**src/rtl/bpsk_frame_tx.sv**
```systemverilog
// Purpose : frames one AXI-stream message as preamble, start code, length, body,
//           CRC-8 and postamble, optionally differentially encodes it, and emits
//           upsampled +/-1 fixed-point symbols on the DAC sample strobe.
// Latency : 1 clock from the tlast beat to the transmit states; the first symbol
//           then waits for the next new_sample strobe.
// Backpr. : s_axis_tready is high only in LOAD/DRAIN with en high. A beat is
//           taken when tvalid && tready. en low freezes all state.
// Ports   : clk, rst (async, active-high), en, new_sample,
//           s_axis_tdata/tvalid/tlast/tready, sample, busy, frame_done, overflow.
module bpsk_frame_tx #(
  parameter int SYMBOL_WIDTH = 16,
  parameter int SYMBOL_FRAC = 14,
  parameter int SPS = 120,
  parameter int SYNC_LEN = 32,
  parameter int START_CODE_LEN = 11,
  parameter logic [START_CODE_LEN-1:0] START_CODE = 11'b11100010010,
  parameter int MAX_LEN = 256,
  parameter int LEN_WIDTH = 8,
  parameter bit CRC_EN = 1'b1,
  parameter bit DIFF_ENC = 1'b0
) (
  input  logic                    clk,
  input  logic                    rst,
  input  logic                    en,
  input  logic                    new_sample,
  input  logic [7:0]              s_axis_tdata,
  input  logic                    s_axis_tvalid,
  input  logic                    s_axis_tlast,
  output logic                    s_axis_tready,
  output logic [SYMBOL_WIDTH-1:0] sample,
  output logic                    busy,
  output logic                    frame_done,
  output logic                    overflow
);

  localparam int SPS_W = $clog2(SPS);
  localparam int NW    = $clog2(MAX_LEN + 1);
  localparam int AW    = (MAX_LEN > 1) ? $clog2(MAX_LEN) : 1;
  // Bit counter must hold the longest field: body, sync, start code or length.
  localparam int F1 = (8 * MAX_LEN > SYNC_LEN) ? 8 * MAX_LEN : SYNC_LEN;
  localparam int F2 = (F1 > START_CODE_LEN) ? F1 : START_CODE_LEN;
  localparam int F3 = (F2 > LEN_WIDTH) ? F2 : LEN_WIDTH;
  localparam int BW = $clog2(F3 + 1);

  localparam logic [SYMBOL_WIDTH-1:0]   SYM_POS = SYMBOL_WIDTH'(1) << SYMBOL_FRAC;
  localparam logic [SYMBOL_WIDTH-1:0]   SYM_NEG = SYMBOL_WIDTH'(0) - SYM_POS;
  localparam logic [START_CODE_LEN-1:0] SC_TOP  = {1'b1, {(START_CODE_LEN-1){1'b0}}};
  localparam logic [LEN_WIDTH-1:0]      LEN_TOP = {1'b1, {(LEN_WIDTH-1){1'b0}}};

  typedef enum logic [3:0] {
    IDLE, LOAD, DRAIN, PRESYNC, STARTCODE, LEN, BODY, CRC, POSTSYNC
  } state_t;

  state_t               state;
  logic [7:0]           body_mem [MAX_LEN];
  logic [NW-1:0]        n;
  logic [7:0]           crc;
  logic                 d_prev;
  logic                 b2b;       // message arrived straight after POSTSYNC: skip preamble
  logic [BW-1:0]        bit_cnt;
  logic [SPS_W-1:0]     sps_cnt;

  logic                 tx_state;
  logic                 enc_state;
  logic                 tx_bit;
  logic                 sym_bit;
  logic [BW-1:0]        field_len;
  logic [7:0]           body_byte;
  logic [LEN_WIDTH-1:0] len_field;
  logic                 wr_en;

  function automatic logic [7:0] crc8_byte(input logic [7:0] c, input logic [7:0] d);
    logic [7:0] r;
    r = c ^ d;
    for (int i = 0; i < 8; i++) r = r[7] ? ((r << 1) ^ 8'h07) : (r << 1);
    return r;
  endfunction

  assign s_axis_tready = en && (state == LOAD || state == DRAIN);
  assign busy          = (state != IDLE);
  assign tx_state      = (state != IDLE) && (state != LOAD) && (state != DRAIN);
  assign enc_state     = DIFF_ENC && (state == STARTCODE || state == LEN ||
                                      state == BODY || state == CRC);
  assign len_field     = LEN_WIDTH'(n - NW'(1));
  assign body_byte     = body_mem[bit_cnt[AW+2:3]];
  assign sym_bit       = enc_state ? (tx_bit ^ d_prev) : tx_bit;
  assign wr_en         = en && (state == LOAD) && s_axis_tvalid;

  // Current field length and the raw bit at bit_cnt, MSB first. Masks shifted by
  // bit_cnt keep the indexing width-clean for any parameter set.
  always_comb begin
    field_len = BW'(SYNC_LEN);
    tx_bit    = 1'b0;
    case (state)
      PRESYNC, POSTSYNC: begin
        field_len = BW'(SYNC_LEN);
        tx_bit    = bit_cnt[0];
      end
      STARTCODE: begin
        field_len = BW'(START_CODE_LEN);
        tx_bit    = |(START_CODE & (SC_TOP >> bit_cnt));
      end
      LEN: begin
        field_len = BW'(LEN_WIDTH);
        tx_bit    = |(len_field & (LEN_TOP >> bit_cnt));
      end
      BODY: begin
        field_len = BW'({n, 3'b000});
        tx_bit    = |(body_byte & (8'h80 >> bit_cnt[2:0]));
      end
      CRC: begin
        field_len = BW'(8);
        tx_bit    = |(crc & (8'h80 >> bit_cnt[2:0]));
      end
      default: ;
    endcase
  end

  // Body buffer has no reset; its contents only matter below N.
  always_ff @(posedge clk) begin
    if (wr_en) body_mem[n[AW-1:0]] <= s_axis_tdata;
  end

  always_ff @(posedge clk or posedge rst) begin
    if (rst) begin
      state      <= IDLE;
      n          <= '0;
      crc        <= '0;
      d_prev     <= 1'b0;
      b2b        <= 1'b0;
      bit_cnt    <= '0;
      sps_cnt    <= '0;
      sample     <= '0;
      frame_done <= 1'b0;
      overflow   <= 1'b0;
    end else begin
      frame_done <= 1'b0;
      overflow   <= 1'b0;
      if (en) begin
        case (state)
          IDLE: begin
            if (s_axis_tvalid) begin
              state <= LOAD;
              n     <= '0;
              crc   <= '0;
              b2b   <= 1'b0;
            end
          end
          LOAD: begin
            if (s_axis_tvalid) begin
              n   <= n + NW'(1);
              crc <= crc8_byte(crc, s_axis_tdata);
              if (s_axis_tlast) begin
                state  <= b2b ? STARTCODE : PRESYNC;
                d_prev <= 1'b0;
              end else if (n == NW'(MAX_LEN - 1)) begin
                overflow <= 1'b1;
                state    <= DRAIN;
              end
            end
          end
          DRAIN: begin
            if (s_axis_tvalid && s_axis_tlast) begin
              state  <= b2b ? STARTCODE : PRESYNC;
              d_prev <= 1'b0;
            end
          end
          default: ;
        endcase

        if (new_sample) begin
          if (!tx_state) begin
            sample <= '0;
          end else begin
            // First strobe of a bit carries the symbol, the rest are zero-stuffed.
            if (sps_cnt == '0) begin
              sample <= sym_bit ? SYM_POS : SYM_NEG;
              if (enc_state) d_prev <= sym_bit;
            end else begin
              sample <= '0;
            end
            if (sps_cnt == SPS_W'(SPS - 1)) begin
              sps_cnt <= '0;
              if (bit_cnt == field_len - BW'(1)) begin
                bit_cnt <= '0;
                case (state)
                  PRESYNC: begin
                    state  <= STARTCODE;
                    d_prev <= 1'b0;
                  end
                  STARTCODE: state <= LEN;
                  LEN:       state <= BODY;
                  BODY:      state <= CRC_EN ? CRC : POSTSYNC;
                  CRC:       state <= POSTSYNC;
                  POSTSYNC: begin
                    frame_done <= 1'b1;
                    if (s_axis_tvalid) begin
                      state <= LOAD;
                      n     <= '0;
                      crc   <= '0;
                      b2b   <= 1'b1;
                    end else begin
                      state <= IDLE;
                    end
                  end
                  default: state <= IDLE;
                endcase
              end else begin
                bit_cnt <= bit_cnt + BW'(1);
              end
            end else begin
              sps_cnt <= sps_cnt + SPS_W'(1);
            end
          end
        end
      end
    end
  end

endmodule

```
**config.mk**
```make
export PLATFORM = sky130hd
export DESIGN_NAME = bpsk_frame_tx
export DESIGN_NICKNAME = d
export VERILOG_FILES = /design/src/rtl/bpsk_frame_tx.sv
export SDC_FILE = /design/constraint.sdc
export NUM_CORES = 2
export LEC_CHECK = 0
export ABC_CLOCK_PERIOD_IN_PS = 2800
export BUFFER_PORTS_ARGS = -buffer_cell sky130_fd_sc_hd__buf_4
export CAP_MARGIN = 20
export CORE_UTILIZATION = 40
export DETAILED_ROUTE_END_ITERATION = 7
export SLEW_MARGIN = 0
export SYNTH_ARGS = -nofsm -noshare
export SYNTH_HDL_FRONTEND = slang
export SYNTH_SLANG_ARGS = --single-unit
```
**constraint.sdc**
```tcl
create_clock -name clk -period 2.8 [get_ports clk]
set_clock_uncertainty 0.05 [all_clocks]
set_input_delay 0.56 -clock clk [delete_from_list [all_inputs] [get_ports clk]]
set_output_delay 0.56 -clock clk [all_outputs]
set_load 0.1 [all_outputs]
```
==> summary.txt <==
status - finished, violations left
failing checks - negative setup slack
Area Overhead vs Synth - 22.4%
Startpoint Class - register
Pwr per Cell Area - 658 nW/um2
Critical Path Start - bit_cnt[3]
P_leak - 33.9 nW
Die W - 459 um
first-pass GRT wire length - 350 mm
post-layout util - 49.3%
HPWL Detailed - 164 mm
Synth Flop Type - edfxtp_1
Fin. Hold Viols - 0
Vias per Instance - 5.75
Max IR drop VDD - 0.000674 V
Initial Util - 40.3%
fin crit share - 124%
worst r2r src - bit_cnt[3]
Worst EP arrival - 4.18 ns
max_slew headroom - 20.9%
Tot Pwr - 0.0674 W
Async SR Flop Fraction - 2.15%
Tmin final - 3.47 ns
RSZ-0062 raised after global routing - true
Post-synth EDFFs - 2048
PortBufs - 19
sequential area share after synthesis - 74.9%
clk slew on worst S/H paths - 0.07 ns
Setup-failing EPs final - 30
routed wire length - 247 mm
Initial DRC Count - 5874
most common cell after layout, fill and taps aside - edfxtp_1
vias in the first global route - 46200
Num CTS Buffers - 208
CTS root buffer - clkbuf_16
crit path capture - sample[15]
Routed WL per cell - 30.5 um
fill cell count - 16800
mean area per synthesized cell - 20.2 um2
Crit. End Element - register
DIE AREA - 211000 um2
met2 Usage GRT - 36.2%
DRC - 0
measured slew at the worst slew-check pin - 1.19 ns
final RePlAce weighted congestion - 0.932
CTS tree - yes
IO Pins - 34
clk sinks - 2093
first-pass detailed-route iteration total - 6
largest net degree at the start of global routing - 191
Chip Height - 459 um
worst hold slack - 0.113 ns
worst-path fanout max - 24
Clock Tree Buf Depth - 3
overall routing resource usage - 23.4%
layout cells sized above 1 - 37.0%
Syn Inst Count - 4137
Vias - 46600
final slew viol count - 0
Critical Path RT - 3.51 ns
grt met3 use - 4.35%
post-route ant nets - 0
final setup margin - -0.669 ns
reg2reg setup slack - -0.67 ns
initial antenna violation count - 6
Core Footprint - 207000 um2
grt met1 use - 32.6%
final net count - 5166
Worst-Skew Late Latency - 0.85 ns
r2r endpoint - sample[15]
max-cap violations - 0
critical path class - register to register
number of H-tree levels - 4
worst hold path class - input pin to register
Achievable Freq - 0.288 GHz
Core Rows - 167
Post-Synthesis Cell Area - 83600 um2
worst reg2reg path depth - 11
synthesis-stage register bit count - 2093
commonest cells after routing, fill and taps aside - edfxtp_1 (2048), buf_4 (880), mux4_2 (465), nor2_1 (296), clkbuf_16 (209)
post-synth cell types - 96
GR Overflow Total - 0
Syn. warnings - 0
GR peak layer - met2
cell families (layout without fill, tap and decap cells):
group	after synthesis	in the layout	share of synthesized area, %
DFF	2093	2093	74.9
xor gates and xnor gates	43	43	0.450
AOI/OAI and AO/OA	425	425	3.57
other	1	17	0.00448
and+or+nand+nor	621	621	3.27
buffers and inverters	283	1435	2.13
muxes	654	654	15.4
adders and majority gates	17	17	0.254
worst min path at each step:
stage,cells past startpoint,startpoint,endpoint,slack (ns)
6_report,1,s_axis_tdata[2],body_mem[156][2],0.11
5_1_grt,1,s_axis_tdata[5],body_mem[79][5],0.08
4_1_cts,3,s_axis_tvalid,crc[3],0.07
2_1_floorplan,1,n[8],n[8],0.45
3_3_place_gp,2,sample[14],sample[14],0.41
3_5_place_dp,2,sample[14],sample[14],0.42
area by class of cell:
type                            instances  area (um2)  area share, %
Clock buffer                          254        5380           5.25
Clock inverter                        123        1310           1.28
Antenna cell                            3        7.51        0.00733
Sequential cell                      2093       62700           61.2
Tap cell                             2788        3490           3.41
Inverter                               22        87.6         0.0856
Multi-Input combinational cell       1774       20100           19.6
Timing Repair Buffer                 1036        9320           9.10
stage by stage:
stage | std cells | TNS [ns] | setup WS (ns) | instance area [um2]
3_5_place_dp | 7658 | -56.16 | -1.06 | 94100
6_report | 8093 | -2.97 | -0.669 | 102000
3_3_place_gp | 7656 | -49.97 | -1.56 | 94100
5_1_grt | 8091 | -6.96 | -0.749 | 102000
2_1_floorplan | 4150 | -199.36 | -0.232 | 83700
4_1_cts | 8077 | -2.76 | -0.677 | 102000
critical path, stage by stage (launching register included):
cell and delay (ns):
dfrtp_4 0.45, buf_12 0.15, buf_16 0.22, buf_6 0.25
mux4_1 0.62, o211ai_1 0.54, o2111ai_1 0.19, a311oi_1 0.30
or4_1 0.16, and4_1 0.16, o2111ai_1 0.13, o21ai_1 0.14
per-layer routing:
metal / vias up / part of all wire [%]
li1: 19100 / -
met1: 24600 / 40
met2: 2371 / 46
met3: 453 / 9.2
met4: 2 / 4.9
met5: - / 0.0053
sequential cells by signal, summed over array words and instances (netlist names):
register    cells
n               9
b2b             1
sps_cnt         7
frame_done      1
overflow        1
crc             8
bit_cnt        12
sample          2
body_mem     2048
state           4
synth_stat cells (25+ instances only):
library cell,instances,area (um2)
mux4_1,38,998
mux4_2,458,10300
dfrtp_1,45,1130
a21oi_1,73,365
a22oi_1,51,383
buf_6,35,394
o21ai_0,69,345
nor2_1,329,1230
mux2i_1,148,1480
clkbuf_1,87,327
nor3_1,25,125
buf_2,60,300
edfxtp_1,2048,61500
nand3_1,40,200
nand2_1,130,488
o22ai_1,36,225
xnor2_1,30,263
buf_4,34,255
power breakdown:
part	switching, W	internal (W)	leakage, nW	total [W]
sequential	0.000150	0.0345	19.0	0.0346
clock	0.0120	0.0155	3.22	0.0276
combinational	0.00324	0.00196	11.7	0.00520
total	0.0154	0.0520	33.9	0.0674
timing repair:
item,4_1_cts,5_1_grt
cloned,5,1
endpoints found under the setup margin,1136,899
endpoints found under the hold margin,28,0
hold buffers,4,0
setup buffers,35,13
gates resized for setup,145,105
pin swaps,40,32
No activity file was read; power rests on OpenSTA's default activity.
